[config.mk]
export PLATFORM = sky130hd
export DESIGN_NAME = jk_sync_down_counter
export DESIGN_NICKNAME = d
export VERILOG_FILES = /design/src/rtl/jk_sync_down_counter_pkg.sv /design/src/rtl/jk_ff_sync.sv /design/src/rtl/jk_sync_down_counter.sv
export SDC_FILE = /design/constraint.sdc
export NUM_CORES = 1
export LEC_CHECK = 0
export CAP_MARGIN = 10
export CORE_AREA = 2 2 39 41
export DETAILED_ROUTE_END_ITERATION = 8
export DIE_AREA = 0 0 41 43
export GPL_ROUTABILITY_DRIVEN = 0
export HOLD_SLACK_MARGIN = 0.08
export PLACE_DENSITY_LB_ADDON = 0.2
export SLEW_MARGIN = 20
export SYNTH_ARGS = -nofsm -noshare
export SYNTH_HDL_FRONTEND = slang
export SYNTH_SLANG_ARGS = --single-unit
export TNS_END_PERCENT = 20
[constraint.sdc]
create_clock -name clk -period 1.1 [get_ports clk]
set_clock_uncertainty 0.1 [all_clocks]
set_input_delay 0.33 -clock clk [delete_from_list [all_inputs] [get_ports clk]]
set_output_delay 0.33 -clock clk [all_outputs]
set_load 0.02 [all_outputs]
[src/rtl/jk_sync_down_counter_pkg.sv]
// Shared JK flip-flop mode encodings, common to the up and down counters.
// A JK mode is packed as {J, K}.
package jk_sync_down_counter_pkg;

    localparam logic [1:0] JK_HOLD   = 2'b00;
    localparam logic [1:0] JK_RESET  = 2'b01;
    localparam logic [1:0] JK_SET    = 2'b10;
    localparam logic [1:0] JK_TOGGLE = 2'b11;

    // Forces a bit to a known value: SET for 1, RESET for 0.
    function automatic logic [1:0] jk_force(input logic bit_val);
        return bit_val ? JK_SET : JK_RESET;
    endfunction

endpackage

[src/rtl/jk_ff_sync.sv]
// Single-bit JK flip-flop with a synchronous, active-high clear.
module jk_ff_sync
    import jk_sync_down_counter_pkg::*;
(
    input  logic clk,
    input  logic clr,
    input  logic j,
    input  logic k,
    output logic q,
    output logic qb
);

    always_ff @(posedge clk) begin
        if (clr) begin
            q <= 1'b0;
        end else begin
            case ({j, k})
                JK_HOLD:   q <= q;
                JK_RESET:  q <= 1'b0;
                JK_SET:    q <= 1'b1;
                JK_TOGGLE: q <= ~q;
                default:   q <= q;
            endcase
        end
    end

    assign qb = ~q;

endmodule

[src/rtl/jk_sync_down_counter.sv]
// Synchronous loadable, cascadable down counter built from JK flops sharing one clock.
// Priority per edge: clr > load > en > hold.
module jk_sync_down_counter
    import jk_sync_down_counter_pkg::*;
#(
    parameter int WIDTH    = 3,
    parameter int MODULUS  = 8,
    parameter int ONE_SHOT = 0
) (
    input  logic             clk,
    input  logic             clr,
    input  logic             en,
    input  logic             load,
    input  logic [WIDTH-1:0] d,
    output logic [WIDTH-1:0] q,
    output logic [WIDTH-1:0] qb,
    output logic             zero,
    output logic             bout,
    output logic             done
);

    localparam logic [WIDTH-1:0] MAX_COUNT = WIDTH'(MODULUS - 1);

    logic [WIDTH-1:0] q_bits;
    logic [WIDTH-1:0] qb_bits;
    logic [WIDTH-1:0] load_val;
    logic [WIDTH-1:0] borrow;
    logic [WIDTH-1:0] j_vec;
    logic [WIDTH-1:0] k_vec;
    logic             is_zero;
    logic             done_q;

    assign is_zero  = (q_bits == '0);
    assign load_val = (d > MAX_COUNT) ? MAX_COUNT : d;

    // Bit i toggles on a decrement only when every lower bit is zero.
    always_comb begin
        logic run;
        run = 1'b1;
        for (int i = 0; i < WIDTH; i++) begin
            borrow[i] = run;
            run       = run & qb_bits[i];
        end
    end

    always_comb begin
        logic [1:0] jk;
        j_vec = '0;
        k_vec = '0;
        for (int i = 0; i < WIDTH; i++) begin
            jk = JK_HOLD;
            if (load) begin
                jk = jk_force(load_val[i]);
            end else if (en && is_zero) begin
                jk = (ONE_SHOT != 0) ? JK_HOLD : jk_force(MAX_COUNT[i]);
            end else if (en && borrow[i]) begin
                jk = JK_TOGGLE;
            end
            j_vec[i] = jk[1];
            k_vec[i] = jk[0];
        end
    end

    for (genvar i = 0; i < WIDTH; i++) begin : g_bit
        jk_ff_sync u_ff (
            .clk (clk),
            .clr (clr),
            .j   (j_vec[i]),
            .k   (k_vec[i]),
            .q   (q_bits[i]),
            .qb  (qb_bits[i])
        );
    end

    // Sticky terminal flag for one-shot mode; cleared by clr or load.
    always_ff @(posedge clk) begin
        if (clr) begin
            done_q <= 1'b0;
        end else if (load) begin
            done_q <= 1'b0;
        end else if ((ONE_SHOT != 0) && en && is_zero) begin
            done_q <= 1'b1;
        end
    end

    assign q    = q_bits;
    assign qb   = qb_bits;
    assign zero = is_zero;
    assign bout = en & is_zero & ~load & ~clr;
    assign done = (ONE_SHOT != 0) ? done_q : 1'b0;

endmodule

==> results of run 1 <==
[metal layers]
layer,vias up,global-route usage (%)
met1,103,6.73
met5,-,0
met2,9,13.1
li1,125,-
met3,0,1.57
met4,0,8.00
[final cells by class]
class | count | area share (%)
Timing Repair Buffer | 24 | 49.2
Multi-Input combinational cell | 14 | 23.5
Sequential cell | 3 | 13.5
Clock buffer | 4 | 5.56
Tap cell | 16 | 4.23
Inverter | 5 | 3.97
[metrics by stage]
step	hold WS [ns]	total power, uW	TNS [ns]	setup slack (ns)	util, %
floorplan	0.302	246	-0.216	-0.216	-
global placement	0.687	342	-5.41	-0.972	30.9
detailed placement	0.701	344	-5.44	-0.968	30.9
CTS	0.415	551	-1.88	-0.391	33.9
global route	0.434	575	-2.11	-0.419	34.2
finish	0.414	539	-1.74	-0.369	34.2
[how the worst max path moves through the flow]
stage,slack (ns),cells after the start,endpoint
after floorplan,-0.22,2,bout
after global placement,-0.97,4,bout
after detailed placement,-0.97,4,bout
after CTS,-0.39,3,bout
after global routing,-0.42,3,bout
final,-0.37,3,bout
[kinds of logic after synthesis]
| kind of cell | count (synthesis) | share of synthesized area, % |
|---|---|---|
| AOI/OAI and AO/OA | 5 | 14.3 |
| buffers and inverters | 12 | 31.3 |
| and+or+nand+nor | 5 | 14.3 |
| other | 1 | 1.65 |
| xor gates and xnor gates | 2 | 7.69 |
| DFF | 3 | 26.4 |
| muxes | 1 | 4.40 |
[power groups by stage]
stage	sequential [uW]	clock, uW	combinational, uW
4_1_cts	133	193	225
3_3_place_gp	132	0	210
5_1_grt	134	201	240
2_1_floorplan	136	0	110
3_5_place_dp	133	0	211
6_report	133	184	222
[timing repair]
item                       in CTS  in global routing
resized for setup              57                  1
setup endpoints to repair      11                 10
pin swaps                       2                  0
hold buffers                    0                  0
[cell usage after synthesis (all sizes together)]
cell type  instances  area share [%]
xor2               1             3.8
o21a               1             3.3
xnor2              1             3.8
mux2i              1             4.4
a21oi              3             6.6
inv                5             8.2
buf                7              23
nor3               1             2.2
and3               1             3.3
nor3b              1             5.5
conb               1             1.6
dfxtp              3              26
o31a               1             4.4
nor2               2             3.3
[worst min-delay path, stage by stage]
cell and delay [ns]:
dlygate4sd2_1 0.21, buf_4 0.12, nor2_1 0.04
==> results.md, run 1 <==
* Status: finished, violations left
* Failing checks: negative setup slack
* Placed Area at 428 sq um
* DR WL met2 at roughly 300 um
* First-pass GRT wire length at just under 900 um
* Core area at 1380 sq um
* Hold Crit Start: clr
* Root Driver: clkbuf_4
* 1st-iter DRT viols at 0
* Max reg flops at 3
* R2R depth at 4
* RR Endpoint: g_bit[2].u_ff.q
* Initial antenna violation count at 0
* Post-detailed-route count of antenna-violating nets at 0
* Die W at 41 um
* R2r startpoint: g_bit[0].u_ff.q
* Commonest non-fill, non-tap cell in the layout: buf_6
* Inst Count DP at 62
* Largest net degree at the start of global routing at 6
* Crit-path max FO at 2
* Maximum VDD drop at 469 uV
* GRT Overall Usage at slightly below 8%
* Final worst path period share at 134%
* Highest layer used for signal routing: met3
* Hold depth at 3
* Top Ports at 16
* Die height at 43 um
* Synth Cell Area at around 230 sq um
* Nets at between 50 and 60
* Sw Share at 28.3%
* Critical path class: reg2out
* Setup Buffers After CTS at 0
* Gate Count Post-Synth at 29
* Mean Syn Cell Area at 7.85 sq um
* Pint at 386 uW
* WL/cell at 8.39 um
* Worst hold endpoint: g_bit[0].u_ff.q
* DRC at 0
* PnR worst setup slack at -0.369 ns
* CP max-delay cell: dfxtp_2
* Worst Path Required at roughly 0.67 ns
* Critical Path End Type: output port
* Layout area overhead at 108%
* Design Area, Final at 473 sq um
* Clk_lat worst skew at between 0.2 and 0.25 ns
* Antenna cells at 0
* Fillcell total at 150
* Cell family with most CP delay: simple AND/OR/NAND/NOR gates
* DP HPWL at 495 um
* Vias in the first global route at 247
* Flop2flop setup slack at -0.06 ns
* Max-slew violations at 0
* Startpoint Class: flop
* Crit path DAT at 1.04 ns
* Rows at 14
* Initial Util at 16.5%
* Most frequent cells in the layout: 11 x buf_6, 7 x buf_4
* Power Density at 1140 nW/um^2
* Tmin final at 1.47 ns
* Area occupied by multi-input gates at 111 sq um
* Combinational power share at 41.3%
* Fmax achieved at 681 MHz
* Clock buffer depth at 2
* Worst setup path start: g_bit[2].u_ff.q
* Synthesized Nets at 36
* Top reg by flops: g_bit.u_ff.q
* Clk sinks at 3
* P_sw at between 150 and 200 uW
* DIE AREA at 1760 sq um
* Synth warnings at 0
* Crit-path cells: nor3_4 -> and3_4 -> buf_6
* Hold Vio Cnt, Final at 0
* TritonCTS clock tree: done
* Grt total ovfl at 0
* CTS Buf Count at 3
* Buffers & Inverters on Critical Path at 1
* Count of cell types in the netlist at 14
* Sequential area share after synthesis at 26.4%
* Flop pwr share at ~25%
* Met3 WL at around 44 um
* PortBufs at 14
* H-tree lvl count at 1
* Yosys reg bits at 3
* Routed vias/inst at 3.59
* Max incr delay on CP at 0.32 ns
* Clock group share of total power at 34.1%
* Non-Filler Instances at between 60 and 70
* Layout cells sized above 1 at 62.0%
* DRT Pass-1 Iters at 1
* Via count at 237
* RSZ-0062 raised after global routing: true
* Hold Path Class: in2reg
* Routed Wire Length at 554 um
* Max_cap viols at 0
* Reg clk slew, reported paths at 0.03 ns
* Final count of negative-setup-slack endpoints at 10
* Top Registers: g_bit.u_ff.q: 3 flops
* Register area at 63.8 sq um
* Leak at approximately 0.00023 uW
* DRT met1 WL at 209 um
(Power assumes the default switching activity.)
==> run 2: changes to the inputs <==
- clock period: 1.1 -> 1.75 ns (I/O delays scaled with it)
==> run 2 against run 1 <==
Net effect:
- the flow now finishes without violations
- routed wire length decreased by 12%
- utilization decreased by 3.9 points
- die area unchanged
- critical path type unchanged
- highest routed layer unchanged
==> results.md, run 2 (synthesis results as in run 1) <==
* Status: complete, no violations (was finished, violations left)
* DRT Pass-1 Iters at 3 (was 1)
* WL/cell at 7.58 um (was 8.39 um)
* Sw Share at 30.0% (was 28.3%)
* TritonCTS clock tree: done (unchanged)
* Power Density at 749 nW/um^2 (was 1140 nW/um^2)
* Critical path class: reg2out (unchanged)
* DP HPWL at 408 um (was 495 um)
* Critical Path End Type: output port (unchanged)
* Placed Area at 400 sq um (was 428 sq um)
* DRC at 0 (unchanged)
* RR Endpoint: g_bit[2].u_ff.q (unchanged)
* Max_cap viols at 0 (unchanged)
* Design Area, Final at 419 sq um (was 473 sq um)
* Rows at 14 (unchanged)
* Via count at 226 (was 237)
* Max reg flops at 3 (unchanged)
* Max-slew violations at 0 (unchanged)
* Root Driver: clkbuf_4 (unchanged)
* Leak at 0.000217 uW (was 0.000229 uW)
* DIE AREA at 1760 sq um (unchanged)
* Crit path DAT at 1.08 ns (was 1.04 ns)
* Core area at 1380 sq um (unchanged)
* RSZ-0062 raised after global routing: false (was true)
* Initial antenna violation count at 0 (unchanged)
* Post-detailed-route count of antenna-violating nets at 0 (unchanged)
* Startpoint Class: flop (unchanged)
* Largest net degree at the start of global routing at 6 (unchanged)
* Clk sinks at 3 (unchanged)
* Flop pwr share at 25.1% (was 24.6%)
* Antenna cells at 0 (unchanged)
* R2R depth at 4 (unchanged)
* Register area at 60.1 sq um (was 63.8 sq um)
* GRT Overall Usage at 6.82% (was 7.82%)
* Most frequent cells in the layout: 9 x buf_4, 5 x inv_1, 4 x dlygate4sd2_1 (was 11 x buf_6, 7 x buf_4)
* Combinational power share at 35.6% (was 41.3%)
* Setup Buffers After CTS at 0 (unchanged)
* Nets at 56 (was 58)
* Maximum VDD drop at 353 uV (was 469 uV)
* Clock buffer depth at 2 (unchanged)
* Final count of negative-setup-slack endpoints at 0 (was 10)
* Fillcell total at 155 (was 150)
* R2r startpoint: g_bit[0].u_ff.q (unchanged)
* Commonest non-fill, non-tap cell in the layout: buf_4 (was buf_6)
* Clk_lat worst skew at 0.23 ns (about the same)
* Hold Vio Cnt, Final at 0 (unchanged)
* Final core occ at 30.3% (was 34.2%)
* CTS Buf Count at 3 (unchanged)
* Vias in the first global route at 214 (was 247)
* Top Ports at 16 (unchanged)
* Hold Path Class: in2reg (unchanged)
* Layout cells sized above 1 at 41.7% (was 62.0%)
* Tmin final at roughly 1.7 ns
* Flop2flop setup slack at 0.60 ns (was -0.06 ns)
* H-tree lvl count at 1 (unchanged)
* Fmax achieved at 587 MHz
* Crit-path max FO at 2 (unchanged)
* Top Registers: g_bit.u_ff.q: 3 flops (unchanged)
* Top reg by flops: g_bit.u_ff.q (unchanged)
* Area occupied by multi-input gates at 108 sq um (was 111 sq um)
* PortBufs at 14 (unchanged)
* Routed Wire Length at 485 um (was 554 um)
* Routed vias/inst at 3.53 (was 3.59)
* Die W at 41 um (unchanged)
* First-pass GRT wire length at 786 um (was 883 um)
* Worst setup path start: g_bit[0].u_ff.q (was g_bit[2].u_ff.q)
* Clock group share of total power at 39.3% (was 34.1%)
* 1st-iter DRT viols at 3 (was 0)
* P_sw at 94.2 uW (was 152 uW)
* Worst Path Required at 1.12 ns (was 0.67 ns)
* Reg clk slew, reported paths at 0.04 ns (was 0.03 ns)
* Layout area overhead at 84.1% (was 108%)
* Final worst path period share at 97.3%
* Initial Util at 16.5% (unchanged)
* Grt total ovfl at 0 (unchanged)
* Pint at 220 uW (was 386 uW)
* Die height at 43 um (unchanged)
* Crit path to: bout (unchanged)
[run 2: cell types whose count changed in the layout (fill, tap and decap cells not counted), moves of 3 or more]
cell / delta
inv_1: +3
dfxtp_2: -3
buf_6: -10
dfxtp_1: +3
inv_2: -3
[run 2: layout make-up]
class                      count  area share (%)
timing repair buffer          22            44.5
multi-input combinational     14            25.7
sequential                     3            14.3
clock buffer                   4            6.27
tap                           16            4.78
inverter                       5            4.48
[run 2: stage by stage]
step	setup TNS (ns)	total power (uW)	setup WS, ns	cells	hold WS (ns)
after CTS	-0.169	322	-0.169	64	0.602
after detailed placement	-0.896	203	-0.723	60	0.662
after global routing	0	337	0.00433	64	0.501
after global placement	-0.906	204	-0.715	60	0.670
after floorplan	0	149	0.0899	29	0.497
final	0	314	0.0478	64	0.484
[run 2: how the worst min path moves through the flow]
stage,from,endpoint,cells past startpoint
2_1_floorplan,clr,g_bit[0].u_ff.q,1
3_3_place_gp,g_bit[1].u_ff.q,g_bit[2].u_ff.q,4
3_5_place_dp,g_bit[1].u_ff.q,g_bit[2].u_ff.q,4
4_1_cts,clr,g_bit[0].u_ff.q,3
5_1_grt,clr,g_bit[0].u_ff.q,3
6_report,clr,g_bit[0].u_ff.q,3
[run 2: metal layers]
layer  track usage [%]  vias up  share of wire [%]
li1                  -      121                  -
met1              8.01       92                 45
met2              9.69       13                 44
met3              4.71        0                 11
met4              2.00        0                  0
met5                 0        -                  0
[run 2: power groups by stage]
stage	clock network [uW]	registers, uW	logic, uW
after global placement	0	80.0	124
after detailed placement	0	80.1	123
after global routing	134	79.1	124
after CTS	130	79.0	112
final	123	78.9	112
after floorplan	0	82.6	66.2
[run 2: worst max-delay path, cell delays in order, from the launching register on]
cell     delay, ns
dfxtp_1       0.31
nor3_2        0.21
and3_4        0.21
buf_6         0.11
[run 2: what timing repair did]
action / CTS / global route
pin swaps: 0 / 2
resized for setup: 16 / 9
setup endpoints to repair: 8 / 3
hold buffers: 0 / 0
==> run 3: changes to the inputs <==
- CAP_MARGIN: 10 -> 20
==> results of run 3 <==
No change in the layout: final DEF, timing and power equal those of run 2.
